==> src/rtl/clk_rst_pkg.sv <==
// rtl/clk_rst_pkg.sv - shared state encoding and saturating-count helpers for the PLL reset sequencer
package clk_rst_pkg;

  typedef enum logic [2:0] {
    RESTART   = 3'd0,
    WAIT_LOCK = 3'd1,
    HOLD      = 3'd2,
    RELEASE   = 3'd3,
    RUN       = 3'd4
  } seq_state_t;

  localparam int SAT_CNT_W = 8;

  function automatic logic [SAT_CNT_W-1:0] sat_inc(input logic [SAT_CNT_W-1:0] v);
    return (v == {SAT_CNT_W{1'b1}}) ? v : v + 1'b1;
  endfunction

endpackage

==> src/rtl/sync_2ff.sv <==
// rtl/sync_2ff.sv - 1-bit two-flop synchroniser, async active-high reset to 0
module sync_2ff (
  input  logic clock,
  input  logic reset,
  input  logic d,
  output logic q
);

  logic meta;

  always_ff @(posedge clock or posedge reset) begin
    if (reset) begin
      meta <= 1'b0;
      q    <= 1'b0;
    end else begin
      meta <= d;
      q    <= meta;
    end
  end

endmodule

==> src/rtl/pll_lock_reset_sequencer.sv <==
// rtl/pll_lock_reset_sequencer.sv - waits for stable PLL lock, releases domain resets in staggered order
module pll_lock_reset_sequencer
  import clk_rst_pkg::*;
#(
  parameter int NUM_PLLS       = 2,
  parameter int NUM_DOMAINS    = 3,
  parameter int HOLD_CYCLES    = 1024,
  parameter int STAGGER_CYCLES = 16,
  parameter int RESTART_PULSE  = 8,
  parameter int LOCK_TIMEOUT   = 65536
) (
  input  logic                   clock,
  input  logic                   reset,
  input  logic [NUM_PLLS-1:0]    locked_in,
  output logic                   pll_rst,
  output logic [NUM_DOMAINS-1:0] domain_reset,
  output logic                   all_ready,
  output logic [SAT_CNT_W-1:0]   loss_count,
  output logic [SAT_CNT_W-1:0]   retry_count
);

  localparam int REL_SPAN = NUM_DOMAINS * STAGGER_CYCLES;
  localparam int MAX_AB   = (HOLD_CYCLES > LOCK_TIMEOUT) ? HOLD_CYCLES : LOCK_TIMEOUT;
  localparam int MAX_CD   = (RESTART_PULSE > REL_SPAN) ? RESTART_PULSE : REL_SPAN;
  localparam int MAX_ALL  = (MAX_AB > MAX_CD) ? MAX_AB : MAX_CD;
  localparam int CW       = $clog2(MAX_ALL) + 1;
  localparam int IW       = $clog2(NUM_DOMAINS + 1);

  // The WAIT_LOCK cycle that first sees lock counts as the first hold cycle.
  localparam int HOLD_LAST_I = (HOLD_CYCLES >= 2) ? HOLD_CYCLES - 2 : 0;

  localparam logic [CW-1:0] RESTART_LAST = CW'(RESTART_PULSE - 1);
  localparam logic [CW-1:0] TIMEOUT_LAST = CW'(LOCK_TIMEOUT - 1);
  localparam logic [CW-1:0] HOLD_LAST    = CW'(HOLD_LAST_I);
  localparam logic [CW-1:0] STAGGER_LAST = CW'(STAGGER_CYCLES - 1);
  localparam logic [IW-1:0] IDX_DONE     = IW'(NUM_DOMAINS);

  logic [NUM_PLLS-1:0] lk_s;
  logic                all_lk;

  for (genvar g = 0; g < NUM_PLLS; g++) begin : g_sync
    sync_2ff u_sync (
      .clock (clock),
      .reset (reset),
      .d     (locked_in[g]),
      .q     (lk_s[g])
    );
  end

  assign all_lk = &lk_s;

  seq_state_t             state, state_n;
  logic [CW-1:0]          cnt, cnt_n;
  logic [IW-1:0]          idx, idx_n;
  logic [NUM_DOMAINS-1:0] dr_n;
  logic [SAT_CNT_W-1:0]   loss_n, retry_n;

  always_ff @(posedge clock or posedge reset) begin
    if (reset) begin
      state        <= RESTART;
      cnt          <= '0;
      idx          <= '0;
      domain_reset <= '1;
      pll_rst      <= 1'b1;
      all_ready    <= 1'b0;
      loss_count   <= '0;
      retry_count  <= '0;
    end else begin
      state        <= state_n;
      cnt          <= cnt_n;
      idx          <= idx_n;
      domain_reset <= dr_n;
      pll_rst      <= (state_n == RESTART);
      all_ready    <= (state_n == RUN);
      loss_count   <= loss_n;
      retry_count  <= retry_n;
    end
  end

  always_comb begin
    state_n = state;
    cnt_n   = cnt + 1'b1;
    idx_n   = idx;
    dr_n    = domain_reset;
    loss_n  = loss_count;
    retry_n = retry_count;
    case (state)
      RESTART: begin
        if (cnt == RESTART_LAST) begin
          state_n = WAIT_LOCK;
          cnt_n   = '0;
        end
      end
      WAIT_LOCK: begin
        if (all_lk) begin
          cnt_n = '0;
          if (HOLD_CYCLES == 1) begin
            state_n = RELEASE;
            dr_n    = domain_reset << 1;
            idx_n   = IW'(1);
          end else begin
            state_n = HOLD;
          end
        end else if (cnt == TIMEOUT_LAST) begin
          state_n = RESTART;
          cnt_n   = '0;
          retry_n = sat_inc(retry_count);
        end
      end
      HOLD: begin
        if (!all_lk) begin
          state_n = WAIT_LOCK;
          cnt_n   = '0;
        end else if (cnt == HOLD_LAST) begin
          state_n = RELEASE;
          cnt_n   = '0;
          dr_n    = domain_reset << 1;
          idx_n   = IW'(1);
        end
      end
      RELEASE: begin
        if (!all_lk) begin
          state_n = RESTART;
          cnt_n   = '0;
          idx_n   = '0;
          dr_n    = '1;
          loss_n  = sat_inc(loss_count);
        end else if (cnt == STAGGER_LAST) begin
          cnt_n = '0;
          if (idx == IDX_DONE) begin
            state_n = RUN;
          end else begin
            dr_n  = domain_reset << 1;
            idx_n = idx + 1'b1;
          end
        end
      end
      RUN: begin
        cnt_n = '0;
        if (!all_lk) begin
          state_n = RESTART;
          idx_n   = '0;
          dr_n    = '1;
          loss_n  = sat_inc(loss_count);
        end
      end
      default: begin
        state_n = RESTART;
        cnt_n   = '0;
        idx_n   = '0;
        dr_n    = '1;
      end
    endcase
  end

endmodule

==> config.mk <==
export PLATFORM = sky130hd
export DESIGN_NAME = pll_lock_reset_sequencer
export DESIGN_NICKNAME = d
export VERILOG_FILES = /design/src/rtl/clk_rst_pkg.sv /design/src/rtl/sync_2ff.sv /design/src/rtl/pll_lock_reset_sequencer.sv
export SDC_FILE = /design/constraint.sdc
export NUM_CORES = 1
export LEC_CHECK = 0
export CAP_MARGIN = 20
export CORE_MARGIN = 1.5
export CORE_UTILIZATION = 45
export CTS_BUF_LIST = sky130_fd_sc_hd__clkbuf_4 sky130_fd_sc_hd__clkbuf_8 sky130_fd_sc_hd__clkbuf_16
export DETAILED_ROUTE_END_ITERATION = 10
export PLACE_DENSITY_LB_ADDON = 0.12
export SLEW_MARGIN = 30
export SYNTH_ARGS = -nofsm -noshare
export SYNTH_HDL_FRONTEND = slang
export SYNTH_SLANG_ARGS = --single-unit
==> constraint.sdc <==
create_clock -name clock -period 6.1 [get_ports clock]
set_clock_uncertainty 0.05 [all_clocks]
set_input_delay 1.525 -clock clock [delete_from_list [all_inputs] [get_ports clock]]
set_output_delay 1.525 -clock clock [all_outputs]
set_load 0.01 [all_outputs]
Yosys cells after proc, flatten, opt, wreduce, memory -nomap -nowiden. Cells that the tools add are included.

Input bits: 4. Register bits after elaboration: 47. Output and inout port bits: 21.

Bitwise gates (word level): 4. Multiplexer cells: 32. Eq/ne operators: 17. Reduce and logical (&&, ||, !) cells: 8. Add/sub/neg operators: 4.

Operator list (number): 17-bit 2-to-1 mux (7); 17-bit one-hot mux with 4 select lines (1); 3-bit 2-to-1 mux (15); 17-bit by 1-bit adder with 17-bit output (second input constant) (1); 17-bit by 10-bit equality test with 1-bit output (second input constant) (1); 17-bit by 16-bit equality test with 1-bit output (second input constant) (1); 17-bit by 3-bit equality test with 1-bit output (second input constant) (1); 17-bit by 4-bit equality test with 1-bit output (second input constant) (1); 8-bit by 1-bit adder with 8-bit output (second input constant) (2); 8-bit equality test (second input constant) (2); 3-bit one-hot mux with 5 select lines (1); 2-bit 2-to-1 mux (6); 3-bit one-hot mux with 4 select lines (1); 2-bit one-hot mux with 4 select lines (1); 3-bit by 2-bit equality test with 1-bit output (second input constant) (2); 3-bit equality test (second input constant) (2); 3-bit logical NOT (2); 2-bit != test (second input constant) (3); 3-bit != test (second input constant) (2); 6-bit AND reduction (1); 1-bit inverter (4); 4-bit AND reduction (1); 2-bit OR reduction (2); 3-bit by 1-bit equality test with 1-bit output (second input constant) (1); 4 further kinds (4).

Longest topological paths before layout.
Word-level depth: 6. Mapped depth: 12. Gate-level depth less buffers: 12.

By module. A second synthesis with hierarchy kept.

Cells, all modules: 214. Area total of the unflattened synthesis: 2294.7 µm².

By module, submodules not included: pll_lock_reset_sequencer (cells each 208, area each 2187.1 µm², instances 1, sequential area each 1081.0 µm²); sync_2ff (cells each 3, area each 53.8 µm², instances 2, sequential area each 50.0 µm²).

Worst setup path after synthesis. Ideal clock, no wire load.

Path type: reg-to-reg. Start: register cnt[0]. End: register cnt[11]. Path buffers: 1. Setup slack: 3.674 ns. Library setup time: 0.121 ns. Stages on the path, launching flop included: 12. Arrival time: 2.255 ns. Required time: 5.929 ns. Clock period less this slack: 2.426 ns. Path through: dfrtp_1 ha_1 nand2_1 or3_1 nor2b_1 nand3_1 inv_1 ha_1 nor2b_1 nor4_4 buf_2 nor2_1.

Cells in the longest elaborated chain, start to end: 4. Elaborated cells on any way between the ends: 13. Classes of those cells: add/sub (1); eq/ne (4); mux (8).

RTL lines: from (decl) (line pll_lock_reset_sequencer.sv:53) `logic [CW-1:0] cnt, cnt_n;`; from (signal assigned) (line pll_lock_reset_sequencer.sv:70) `cnt <= cnt_n;`; 17-bit by 1-bit adder with 17-bit output, or another cell as far along (line pll_lock_reset_sequencer.sv:82) `cnt_n = cnt + 1'b1;`; 17-bit 2-to-1 mux (on tied branches) (line pll_lock_reset_sequencer.sv:128, pll_lock_reset_sequencer.sv:104, pll_lock_reset_sequencer.sv:114); 17-bit 2-to-1 mux (on tied branches) (line pll_lock_reset_sequencer.sv:122, pll_lock_reset_sequencer.sv:95, pll_lock_reset_sequencer.sv:111); 17-bit one-hot mux with 4 select lines (*) (line pll_lock_reset_sequencer.sv:87) `case (state)`; via cnt_n[11] (line pll_lock_reset_sequencer.sv:53).

The timed path passes the listed nets; every way through them passes the cells marked *. A chain may end at the register's enable or synchronous reset.

Worst setup path after layout.
Start: register domain_reset[0]. End: output port domain_reset[0].

RTL lines: from (decl) (line pll_lock_reset_sequencer.sv:16) `output logic [NUM_DOMAINS-1:0] domain_reset,`; from (signal assigned) (line pll_lock_reset_sequencer.sv:72) `domain_reset <= dr_n;`.

No word-level cell between the ends.

==> results.md <==
- Status: finished clean
- Gp weighted congestion: 0.849
- Power Density: 294 nW/um^2
- Reg2reg end: cnt[12]
- Largest net degree at the start of global routing: 48
- First-pass GRT wire length: 6910 um
- Clock sink count: 47
- Router iterations before antenna repair: 4
- Source of the critical timing path: domain_reset[0]
- Vias: 1,616
- CP arrival: 1.38 ns
- Post-CTS Setup Bufs: 0
- Max-cap violations: 0
- Core Rows: 25
- Vias in the first global route: 1,507
- Crit path depth: 1
- Tmin final: 2.96 ns
- Max FO, Critical Path: 3
- Worst hold path type: reg -> reg
- Post-synth EDFFs: 0
- Synth Register Bits: 47
- Worst reg2reg startpoint: cnt[1]
- Crit path largest cell delay: 0.55 ns
- Yosys warns: 0
- Crit path cell chain: clkdlybuf4s50_1
- # H-tree levels: 2
- Post-route cell area: 2700 um^2
- Placed cells: 301
- Highest achievable clock rate: 338 MHz
- Residual DRC: 0
- CTS Root Cell: clkbuf_8
- Die area: 5520 um^2
- Final WL: 3920 um
- Area of the multi-input gates: 1040 um^2
- Sequential element share of the synthesized area: 51.6%
- Worst-Margin Slew: 0.848 ns
- Post-route non-filler standard cell count: 309
- CP Capture Point: domain_reset[0]
- Num CTS Buffers: 5
- Number of I/O pins: 25
- Core Area: 4820 um^2
- RSZ-0062 raised after global routing: false
- Pre-CTS WS: 3.25 ns
- TritonCTS clock tree: done
- Fin. Hold Viols: 0
- Critical path required time: 4.53 ns
- Static Leak: 1.21 nW
- Final setup fails: 0
- Post-synth cell types: 41
- Antenna violations before repair: 0
- Total power: 0.794 mW
- Initial Util: 47.5%
- WL/cell: 12.7 um
- Resize count post-CTS: 0
- Buf+Inv Stages, Crit Path: 1
- FFs w/ async S/R, synth: 100%
- Via/cell ratio: 5.23
- Critical Path Source Type: flip-flop
- Syn Area/Cell: 10.6 um^2
- # hold bufs at CTS: 0
- Synth Cell Area: 2290 um^2
- All-Layer GR Usage: 16.5%
- CTS clk-pin slew, worst paths: 0.08 ns
- Chip height: 74.3 um
- Sequential Area: 1180 um^2
- Worst relative slew slack: 43.1%
- Diode count: 0
- Fill cell count: 464
- Ys flop type: dfrtp_1
- Final Max Slew Viols: 0
- Fin worst setup slack: 3.14 ns
- Share of cells above drive strength 1: 10.3%
- Total grt overflow: 0
- P&R area growth vs syn: 18.2%
- Peak supply drop: 126 uV
- TNS Setup: 0 ns
- Port bufs: 24
- Placed instance area: 2590 um^2
- Iteration-0 DRC Markers: 121
- Antenna viol nets, final: 0
- CP top delay family: flip-flops
- Maximum clock insertion buffer count: 2
- HPWL Detailed: 2740 um
- Post-Syn Nets: 226
- Mapped Cells: 215
- CP endpoint kind: output pin
- CP max-delay cell: dfstp_2
- Later-pin clock latency in the skew report: 0.30 ns
- CP Class: reg -> out
- Crit share post-route: 48.5%
- Die X: 74.3 um
- Worst R2R Setup Slack: 3.26 ns
- R2R depth: 10
- Nets: 252
how the worst min path moves through the flow:
stage / slack (ns) / startpoint / end / cells after the start
after detailed placement: 0.29 / g_sync[1].u_sync.meta / g_sync[1].u_sync.q / 0
after floorplan: 0.28 / g_sync[0].u_sync.meta / g_sync[0].u_sync.q / 0
final: 0.31 / g_sync[1].u_sync.meta / g_sync[1].u_sync.q / 0
after global placement: 0.28 / g_sync[0].u_sync.meta / g_sync[0].u_sync.q / 0
after CTS: 0.31 / g_sync[1].u_sync.meta / g_sync[1].u_sync.q / 0
after global routing: 0.32 / g_sync[0].u_sync.meta / g_sync[0].u_sync.q / 0
layout make-up:
cell class / instances / share of cell area (%)
Clock buffer: 6 / 3.05
Clock inverter: 2 / 1.30
Inverter: 9 / 1.34
Multi-Input combinational cell: 154 / 38.6
Sequential cell: 47 / 43.7
Tap cell: 67 / 3.10
Timing Repair Buffer: 24 / 8.88
cell usage in the layout, fill, tap and decap left out, types with 4 or more instances in the layout:
cell type and instances:
and3_1 5, clkbuf_8 6, inv_1 8, nand2_1 16, and4_1 4, nor2_1 28
o21ai_0 4, nand3_1 12, clkdlybuf4s50_1 24, ha_1 7, dfstp_2 4, xnor2_1 18
xor2_1 10, nand4_1 7, dfrtp_1 43
report_power, final:
| group | switching [mW] | internal, mW | leakage, nW |
|---|---|---|---|
| Sequential | 0.0361 | 0.356 | 0.625 |
| Combinational | 0.0872 | 0.0822 | 0.525 |
| Clock | 0.0996 | 0.133 | 0.0612 |
state kept, by name, summed over array words and instances (netlist names):
signal and cells:
cnt 17, loss_count 8, retry_count 8, domain_reset 3, state 3, g_sync.u_sync.meta 2
g_sync.u_sync.q 2, idx 2, all_ready 1, pll_rst 1
routing by layer:
metal | vias to the layer above | global-route usage, % | routed length [um]
li1 | 792 | - | -
met1 | 782 | 22.7 | 1890
met2 | 35 | 25.2 | 1770
met3 | 7 | 4.47 | 194
met4 | 0 | 6.06 | 65
met5 | - | 0 | 0
per-stage QoR:
step / utilization, % / hold slack (ns)
after floorplan: - / 0.281
after global placement: 53.6 / 0.284
after detailed placement: 53.7 / 0.289
after CTS: 56.1 / 0.308
after global routing: 56.1 / 0.323
final: 56.1 / 0.306
synth_stat cells, drive strengths merged, types with 2 or more instances:
cell    instances  area [um^2]
nor3b           2         15.0
mux2            5         67.6
nand4           7         43.8
clkbuf          3         11.3
o21ai           4         20.0
nand2          16         60.1
xor2           10         87.6
xnor2          18          158
a21oi           4         23.8
buf             2         16.3
and3            7         46.3
dfrtp          43         1080
dfstp           4          105
nor3            3         15.0
and4            4         35.0
ha              7         87.6
nand3          12         60.1
inv             9         33.8
a31oi           3         18.8
nor2           28          105
mux2i           2         20.0
nor4            3         33.8
or3             3         18.8
a41oi           2         17.5
nor2b           3         18.8
cell families after synthesis:
logic type,after synthesis,share of synthesized area (%)
xor+xnor,28,10.7
mux,7,3.83
flops,47,51.6
buf+inv,14,2.68
fa+ha+maj,7,3.83
simple gates,94,22.2
compound gates,18,5.14
No activity file was read; power rests on OpenSTA's default activity.
